**src/rtl/traffic_pkg.sv**
```systemverilog
// Shared types for the two-approach traffic controller: state codes, direction,
// and the Moore lamp decode.
package traffic_pkg;

    typedef enum logic [2:0] {
        StNsG  = 3'd0,
        StNsY  = 3'd1,
        StArNe = 3'd2,
        StEwG  = 3'd3,
        StEwY  = 3'd4,
        StArEn = 3'd5,
        StWalk = 3'd6
    } state_e;

    typedef enum logic {
        DirNs = 1'b0,
        DirEw = 1'b1
    } dir_e;

    typedef struct packed {
        logic ns_green;
        logic ns_yellow;
        logic ns_red;
        logic ew_green;
        logic ew_yellow;
        logic ew_red;
        logic ped_walk;
    } lamps_t;

    // Anything not explicitly green/yellow shows red on both approaches.
    function automatic lamps_t lamp_decode(state_e st);
        lamps_t l;
        l        = '0;
        l.ns_red = 1'b1;
        l.ew_red = 1'b1;
        case (st)
            StNsG:  begin l.ns_red = 1'b0; l.ns_green  = 1'b1; end
            StNsY:  begin l.ns_red = 1'b0; l.ns_yellow = 1'b1; end
            StEwG:  begin l.ew_red = 1'b0; l.ew_green  = 1'b1; end
            StEwY:  begin l.ew_red = 1'b0; l.ew_yellow = 1'b1; end
            StWalk: l.ped_walk = 1'b1;
            default: ;
        endcase
        return l;
    endfunction

endpackage

```
**src/rtl/phase_timer.sv**
```systemverilog
// Loadable down-counter saturating at zero; counts remaining cycles in a phase.
module phase_timer #(
    parameter int unsigned     TW      = 4,
    parameter logic [TW-1:0]   RST_VAL = '0
) (
    input  logic          clk,
    input  logic          rst,
    input  logic          load,
    input  logic [TW-1:0] load_val,
    output logic          zero,
    output logic [TW-1:0] count
);

    logic [TW-1:0] count_q, count_d;

    always_comb begin
        count_d = count_q;
        if (load) begin
            count_d = load_val;
        end else if (count_q != '0) begin
            count_d = count_q - TW'(1);
        end
    end

    always_ff @(posedge clk or posedge rst) begin
        if (rst) begin
            count_q <= RST_VAL;
        end else begin
            count_q <= count_d;
        end
    end

    assign zero  = (count_q == '0);
    assign count = count_q;

endmodule

```
**src/rtl/traffic_ctrl.sv**
```systemverilog
// Demand-actuated NS/EW traffic light controller with yellow, all-red clearance,
// pedestrian walk phase and latched vehicle/pedestrian requests.
module traffic_ctrl
    import traffic_pkg::*;
#(
    parameter int unsigned T_GREEN  = 8,
    parameter int unsigned T_YELLOW = 3,
    parameter int unsigned T_ALLRED = 1,
    parameter int unsigned T_WALK   = 6,
    parameter int unsigned TW       = 4
) (
    input  logic          clk,
    input  logic          rst,
    input  logic          ns_car,
    input  logic          ew_car,
    input  logic          ped_req,
    output logic          ns_green,
    output logic          ns_yellow,
    output logic          ns_red,
    output logic          ew_green,
    output logic          ew_yellow,
    output logic          ew_red,
    output logic          ped_walk,
    output logic [2:0]    phase,
    output logic [TW-1:0] timer
);

    localparam logic [TW-1:0] LdGreen  = TW'(T_GREEN - 1);
    localparam logic [TW-1:0] LdYellow = TW'(T_YELLOW - 1);
    localparam logic [TW-1:0] LdAllred = TW'(T_ALLRED - 1);
    localparam logic [TW-1:0] LdWalk   = TW'(T_WALK - 1);

    state_e        state_q, state_d;
    dir_e          next_dir_q, next_dir_d;
    logic          ns_pend_q, ns_pend_d;
    logic          ew_pend_q, ew_pend_d;
    logic          ped_pend_q, ped_pend_d;
    logic          entering;
    logic          t_zero;
    logic [TW-1:0] t_count;
    logic [TW-1:0] load_val;
    logic          ped_any;
    lamps_t        lamps;

    assign ped_any = ped_pend_q | ped_req;

    always_comb begin
        state_d = state_q;
        case (state_q)
            StNsG:  if (t_zero && (ew_pend_q | ew_car | ped_any)) state_d = StNsY;
            StNsY:  if (t_zero) state_d = StArNe;
            StArNe: if (t_zero) state_d = ped_any ? StWalk : StEwG;
            StEwG:  if (t_zero && (ns_pend_q | ns_car | ped_any)) state_d = StEwY;
            StEwY:  if (t_zero) state_d = StArEn;
            StArEn: if (t_zero) state_d = ped_any ? StWalk : StNsG;
            StWalk: if (t_zero) state_d = (next_dir_q == DirEw) ? StEwG : StNsG;
            default: state_d = StNsG;
        endcase
    end

    // Green extension stays in the same state, so it never reloads the timer.
    assign entering = (state_d != state_q);

    always_comb begin
        load_val = LdGreen;
        case (state_d)
            StNsY, StEwY:   load_val = LdYellow;
            StArNe, StArEn: load_val = LdAllred;
            StWalk:         load_val = LdWalk;
            default:        load_val = LdGreen;
        endcase
    end

    // Clear beats set: a request arriving on the entry edge is served by that phase.
    always_comb begin
        ns_pend_d  = (ns_pend_q | ns_car) & ~(entering && state_d == StNsG);
        ew_pend_d  = (ew_pend_q | ew_car) & ~(entering && state_d == StEwG);
        ped_pend_d = ped_any & ~(entering && state_d == StWalk);
        next_dir_d = next_dir_q;
        if (entering && state_d == StArNe) next_dir_d = DirEw;
        if (entering && state_d == StArEn) next_dir_d = DirNs;
    end

    always_ff @(posedge clk or posedge rst) begin
        if (rst) begin
            state_q    <= StNsG;
            next_dir_q <= DirEw;
            ns_pend_q  <= 1'b0;
            ew_pend_q  <= 1'b0;
            ped_pend_q <= 1'b0;
        end else begin
            state_q    <= state_d;
            next_dir_q <= next_dir_d;
            ns_pend_q  <= ns_pend_d;
            ew_pend_q  <= ew_pend_d;
            ped_pend_q <= ped_pend_d;
        end
    end

    phase_timer #(
        .TW      (TW),
        .RST_VAL (LdGreen)
    ) u_phase_timer (
        .clk      (clk),
        .rst      (rst),
        .load     (entering),
        .load_val (load_val),
        .zero     (t_zero),
        .count    (t_count)
    );

    assign lamps     = lamp_decode(state_q);
    assign ns_green  = lamps.ns_green;
    assign ns_yellow = lamps.ns_yellow;
    assign ns_red    = lamps.ns_red;
    assign ew_green  = lamps.ew_green;
    assign ew_yellow = lamps.ew_yellow;
    assign ew_red    = lamps.ew_red;
    assign ped_walk  = lamps.ped_walk;
    assign phase     = state_q;
    assign timer     = t_count;

endmodule

```
**config.mk**
```make
export PLATFORM = sky130hd
export DESIGN_NAME = traffic_ctrl
export DESIGN_NICKNAME = d
export VERILOG_FILES = /design/src/rtl/traffic_pkg.sv /design/src/rtl/phase_timer.sv /design/src/rtl/traffic_ctrl.sv
export SDC_FILE = /design/constraint.sdc
export NUM_CORES = 1
export LEC_CHECK = 0
export CORE_MARGIN = 2
export CORE_UTILIZATION = 60
export CTS_BUF_LIST = sky130_fd_sc_hd__clkbuf_16
export CTS_CLUSTER_DIAMETER = 150
export CTS_CLUSTER_SIZE = 30
export DETAILED_ROUTE_END_ITERATION = 6
export DONT_BUFFER_PORTS = 1
export PLACE_DENSITY_LB_ADDON = 0.3
export SLEW_MARGIN = 30
export SYNTH_ARGS = -nofsm -noshare
export SYNTH_HDL_FRONTEND = slang
export SYNTH_SLANG_ARGS = --single-unit
```
**constraint.sdc**
```tcl
create_clock -name clk -period 2.85 [get_ports clk]
set_input_delay 0.57 -clock clk [delete_from_list [all_inputs] [get_ports clk]]
set_output_delay 0.57 -clock clk [all_outputs]
set_load 0.05 [all_outputs]
```
Word level (Yosys, flattened, before mapping)

Index checks and enable logic that the tools add are counted.

Bits in registers: 11
Bits of input ports: 5
Output and inout bits: 14
Word-level logic and storage cells: 71

$add $sub $neg: 1
Eq/ne operators: 13
Muxes and demuxes: 23
Bitwise operators: 11
Reduce and logical (&&, ||, !) cells: 17

Operator list:

| kind                                                                   | number |
|---|---|
| 3-bit 2-to-1 mux                                                       | 9 |
| 3-bit case mux with 7 select lines                                     | 1 |
| 3-bit equality test (second input constant)                            | 6 |
| 3-bit by 2-bit equality test with 1-bit output (second input constant) | 4 |
| 1-bit 2-to-1 mux                                                       | 9 |
| 3-bit case mux with 3 select lines                                     | 1 |
| 4-bit 2-to-1 mux                                                       | 2 |
| 2-bit OR reduction                                                     | 4 |
| 1-bit logical AND                                                      | 7 |
| 3-bit by 1-bit equality test with 1-bit output (second input constant) | 2 |
| 3-bit logical NOT                                                      | 2 |
| 1-bit bitwise OR                                                       | 5 |
| 4-bit logical NOT                                                      | 1 |
| 2-bit nonzero test                                                     | 2 |
| 4-bit nonzero test                                                     | 1 |
| 4-bit by 1-bit subtractor with 4-bit output (second input constant)    | 1 |
| 1-bit bitwise AND                                                      | 3 |
| 3-bit inequality test                                                  | 1 |
| 1-bit NOT                                                              | 3 |
| 2-bit 2-to-1 mux                                                       | 1 |

Logic depth before layout (Yosys ltp)

Depth in word-level cells: 9
Mapped depth: 8

Hierarchy

Synthesis repeated with hierarchy kept, for this count alone.

Cells, all modules: 92
Area, all modules: 809.5 µm²

Modules (own cells, without submodules):

| module       | times used | cells an instance | area each (µm²) | seq. area each (µm²) |
|---|---|---|---|---|
| traffic_ctrl | 1          | 69                | 569.3           | 176.4 |
| phase_timer  | 1          | 23                | 240.2           | 103.8 |

Worst setup path after synthesis

Ideal clock, no wire load.

Path type: reg2out
From: reg state_q[2], in the netlist phase[2]
To: out ew_red
Arrival time: 2193 ps
Data required time: 2280 ps
Slack: 87 ps
Cell stages (with the launch flop): 5
Cells stage by stage: dfrtp_1 > clkbuf_1 > nand2b_1 > nor2_1 > nor2_1

Word-level cells in the longest chain between the ends: 3
Elaborated cells between the ends (all ways): 4
Those cells by class: eq/ne: 2; mux: 1; reduce/logical: 1

Ends and longest elaborated chain:

| item                                                                                  | line               | RTL |
|---|---|---|
| from (decl)                                                                           | traffic_ctrl.sv:33 | `state_e state_q, state_d;` |
| from (signal assigned)                                                                | traffic_ctrl.sv:86 | `state_q <= StNsG;` |
| from (signal assigned)                                                                | traffic_ctrl.sv:92 | `state_q <= state_d;` |
| 3-bit equality test or 3-bit by 2-bit equality test with 1-bit output (tied branches) | traffic_pkg.sv:36  | `case (st)` |
| 2-bit OR reduction (no line) (*)                                                      | n/a                |  |
| 1-bit 2-to-1 mux (*)                                                                  | traffic_pkg.sv:36  |  |
| to (decl)                                                                             | traffic_ctrl.sv:22 | `output logic ew_red,` |

Mark *: on every way between the ends. The rest lies on a longest branch, timed or not.

Worst setup path after layout

From: reg u_phase_timer.count_q[0], in the netlist u_phase_timer.count[0]
To: reg ns_pend_q

Word-level cells in the longest chain between the ends: 8
Elaborated cells between the ends (all ways): 16
Those cells by class: eq/ne: 1; mux: 8; bitwise: 2; reduce/logical: 5

Ends and longest elaborated chain:

| item                                                       | line                                   | RTL |
|---|---|---|
| from (decl)                                                | phase_timer.sv:14                      | `logic [TW-1:0] count_q, count_d;` |
| from (signal assigned)                                     | phase_timer.sv:29                      | `count_q <= count_d;` |
| 4-bit logical NOT (*)                                      | phase_timer.sv:33                      | `assign zero = (count_q == '0);` |
| 1-bit logical AND, on equally long branches                | traffic_ctrl.sv:53, traffic_ctrl.sv:50 |  |
| 3-bit 2-to-1 mux, on equally long branches                 | traffic_ctrl.sv:53, traffic_ctrl.sv:50 |  |
| 3-bit case mux with 7 select lines (*)                     | traffic_ctrl.sv:49                     | `case (state_q)` |
| net state_d[1]                                             | traffic_ctrl.sv:33                     |  |
| 3-bit inequality test or 3-bit logical NOT (tied branches) | traffic_ctrl.sv:62, traffic_ctrl.sv:76 |  |
| 1-bit logical AND (*)                                      | traffic_ctrl.sv:76                     | `ns_pend_d = (ns_pend_q \| ns_car) & ~(entering && state_d == StNsG);` |
| 1-bit NOT (*)                                              | traffic_ctrl.sv:76                     |  |
| 1-bit bitwise AND (*)                                      | traffic_ctrl.sv:76                     |  |
| net ns_pend_d                                              | traffic_ctrl.sv:35                     | `logic ns_pend_q, ns_pend_d;` |
| to (signal assigned)                                       | traffic_ctrl.sv:94                     | `ns_pend_q <= ns_pend_d;` |
| to (decl)                                                  | traffic_ctrl.sv:35                     |  |

The timed path passes the listed nets; every way through them passes the cells marked *.
A chain may end at the register's enable or synchronous reset.

==> flow_summary_export.csv <==
group,metric,value,unit
timing,maxSlewViolCount,0,
finish,regArea,280,sq um
grt,groute.usage.overall,28.4,%
grt,grt_pass1_vias,666,
routing,drt_pre_antenna_iters,4,
timing,slew_headroom,61.6,%
synth,async_flop_share,100,%
worst_setup_path,critical_path_arrival,2.76,ns
cts,clock_latency,0.24,ns
synth,ys_types,38,
timing,finalSetupViolCount,0,
synth,synth_seq_cells,11,
die,die-area,0.00161,sq mm
cts,cts_tree,"done",
timing,setup_ws,0.217,ns
die,start_util,62.4,%
timing,hold_ws,0.223,ns
finish,multi_input_area,464,sq um
grt,grt_pass1_wl,2.96,mm
synth,synth_flop_cell,"dfrtp_1",
place,hpwl,1.36,mm
finish,drive_gt1_share,21.7,%
timing,period_share,92.4,%
cts,ctsHoldBuffers,0,
worst_hold_path,hold_class,"in -> async",
timing,finClkSkew,0.00172,ns
pwr,ir_drop,0.897,mV
routing,drt_wl_total,2.03,mm
synth,synth.avg_cell_area,8.23,sq um
finish,num-fill-cells,90,
routing,viasPerCell,6.64,
flow_run,cap_violations,0,
synth,ys_warn_count,0,
grt,grt_max_degree,17,
pwr,p_per_area,1460,mW/mm^2
die,coreArea,0.00125,sq mm
die,die_width,40.1,microns
routing,vias,804,
synth,netlist_area,782,sq um
routing,ant_nets,0,
finish,layout.nets,113,
cts,clock_path_buffers,2,
synth,yosysTopAreaCell,"dfrtp_1",
timing,tightestPinTransition,0.576,ns
place,pre_cts_slack,0.259,ns
worst_setup_path,cp_num_buf_inv,1,
worst_setup_path,crit_path_max_incr_delay,0.49,ns
cts,ctsHtreeMaxLevel,1,
routing,route.detailed.drc,0,
cts,worst_setup_hold_path_clk_slew,0.04,ns
finish,area_delta_synth_final,21.1,%
synth,seq_area_frac_synth,35.8,%
die,row_count,13,
timing,min_period,2.63,ns
die,die_h,40.1,microns
synth,synth-edff-count,0,
status,run_status,"finished clean",
routing,drt_iter0_drc,23,
timing,rsz0062_at_grt,"no",
grt,antenna_found_initial,0,
finish,num_antenna_cells,0,
synth,synth_common_cells,"nor2_1 (14), a21oi_1 (7), dfrtp_1 (7)",
synth,yosysMostFrequentCell,"nor2_1",
cts,cts_made_buffers,3,
worst_setup_path,slowest_stage,"or3b_4",
grt,grt.overflow.total,0,
synth,syn_inst,95,
die,ios,19,
worst_setup_path,setup.worst_path.start_class,"flop",
synth,synth_fp_nets,101,
timing,max_freq,380,MHz
cts,cts.sinks,11,
routing,wl_per_cell,16.8,microns
worst_setup_path,crit_family,"simple AND/OR/NAND/NOR gates",
worst_setup_path,critPathRequiredTime,2.97,ns
synth,synth_top_area_share,22.4,%
worst_setup_path,path_cells,"inv_1, ha_1, or3b_4, o311a_1, a21o_1, or3_1, o32a_1",
worst_setup_path,end_kind,"flop",
timing,final-hold-violation-count,0,
synth,synthTopCellsByArea,"dfrtp_1 (22%), dfstp_2 (13%), nor2_1 (6.7%), a21oi_1 (4.5%), nor3_1 (3.8%)",
worst_setup_path,critical_path_peak_fanout,13,
cts,postCtsSetupRepairBufs,0,
place,globalplace.congestion,0.859,
worst_setup_path,path_class,"reg -> reg",
place,portBuffers,0,
cts,cts_root_buf,"clkbuf_16",
timing,setup_tns,0,ns
cts,post_cts_resized,0,
pwr,p_leak,0.399,nW
-- area by class of cell --
type | count | share of cell area, %
clock buffer | 3 | 7.93
clock inverter | 1 | 0.396
inverter | 6 | 2.38
multi-input combinational | 74 | 49.0
sequential | 11 | 29.6
tap | 15 | 1.98
timing repair buffer | 11 | 8.72
-- cells in the final DEF (no fill, tap or decap), types with 2 or more instances in the layout --
| master | instances |
|---|---|
| a211oi_1 | 2 |
| a21oi_1 | 7 |
| and2_1 | 2 |
| buf_4 | 11 |
| clkbuf_16 | 3 |
| dfrtp_1 | 7 |
| dfstp_2 | 4 |
| inv_1 | 6 |
| mux2i_1 | 2 |
| nand2_1 | 6 |
| nand2b_1 | 2 |
| nand3_1 | 3 |
| nor2_1 | 14 |
| nor3_1 | 6 |
| o21ai_0 | 2 |
| o31ai_1 | 2 |
| or2_2 | 2 |
| or3_1 | 3 |
| or4_1 | 2 |
-- worst reg2reg max path, cell delays in order (launching register included) --
cell	delay (ns)
dfstp_2	0.45
inv_1	0.13
ha_1	0.24
or3b_4	0.49
o311a_1	0.32
a21o_1	0.23
or3_1	0.38
o32a_1	0.28
-- where the power goes --
| group | switching (mW) | leakage (nW) | internal, mW | total (mW) |
|---|---|---|---|---|
| clock network | 0.0725 | 0.0423 | 0.185 | 0.257 |
| logic | 0.484 | 0.240 | 0.250 | 0.734 |
| registers | 0.160 | 0.117 | 0.236 | 0.396 |
-- flip-flops by register name, indices dropped and copies added, names as in the netlist --
register             cells
next_dir_q               1
ped_pend_q               1
ns_pend_q                1
u_phase_timer.count      4
phase                    3
ew_pend_q                1
-- final timing paths --
path	cells after the start	startpoint	end	slack [ns]
worst max-delay path	7	u_phase_timer.count[0]	ns_pend_q	0.22
worst min-delay path	1	rst	ped_pend_q	0.22
worst max register to register	7	u_phase_timer.count[0]	ns_pend_q	0.22
worst min register to register	2	next_dir_q	next_dir_q	0.53
max in group asynchronous	1	rst	u_phase_timer.count[0]	2.29
min in group clk	1	ns_car	ns_pend_q	0.46
-- metrics by stage --
stage / util (%) / power, mW / instances / area, sq um
floorplan: - / 0.941 / 95 / 782
global placement: 69.3 / 1.10 / 117 / 868
detailed placement: 69.3 / 1.11 / 117 / 868
CTS: 75.6 / 1.38 / 121 / 947
global route: 75.6 / 1.46 / 121 / 947
finish: 75.6 / 1.39 / 121 / 947
-- metal layers --
layer  vias up  share of wire, %  GRT usage [%]
li1        373                 -              -
met1       373                42           34.9
met2        50                46           45.2
met3         8               9.7           8.89
met4         0               1.9           12.1
met5         -                 0              0
-- cell families (layout without fill, tap and decap cells) --
group / after synthesis / after routing / share of synthesized area, %
flip-flops: 11 / 11 / 35.8
XOR/XNOR: 2 / 2 / 2.24
AO/OA/AOI/OAI: 24 / 24 / 23.2
buffers and inverters: 10 / 21 / 4.80
adder cells (fa/ha/maj): 1 / 1 / 1.60
multiplexers: 2 / 2 / 2.56
AND/OR/NAND/NOR: 45 / 45 / 29.8
(Power assumes the default switching activity.)
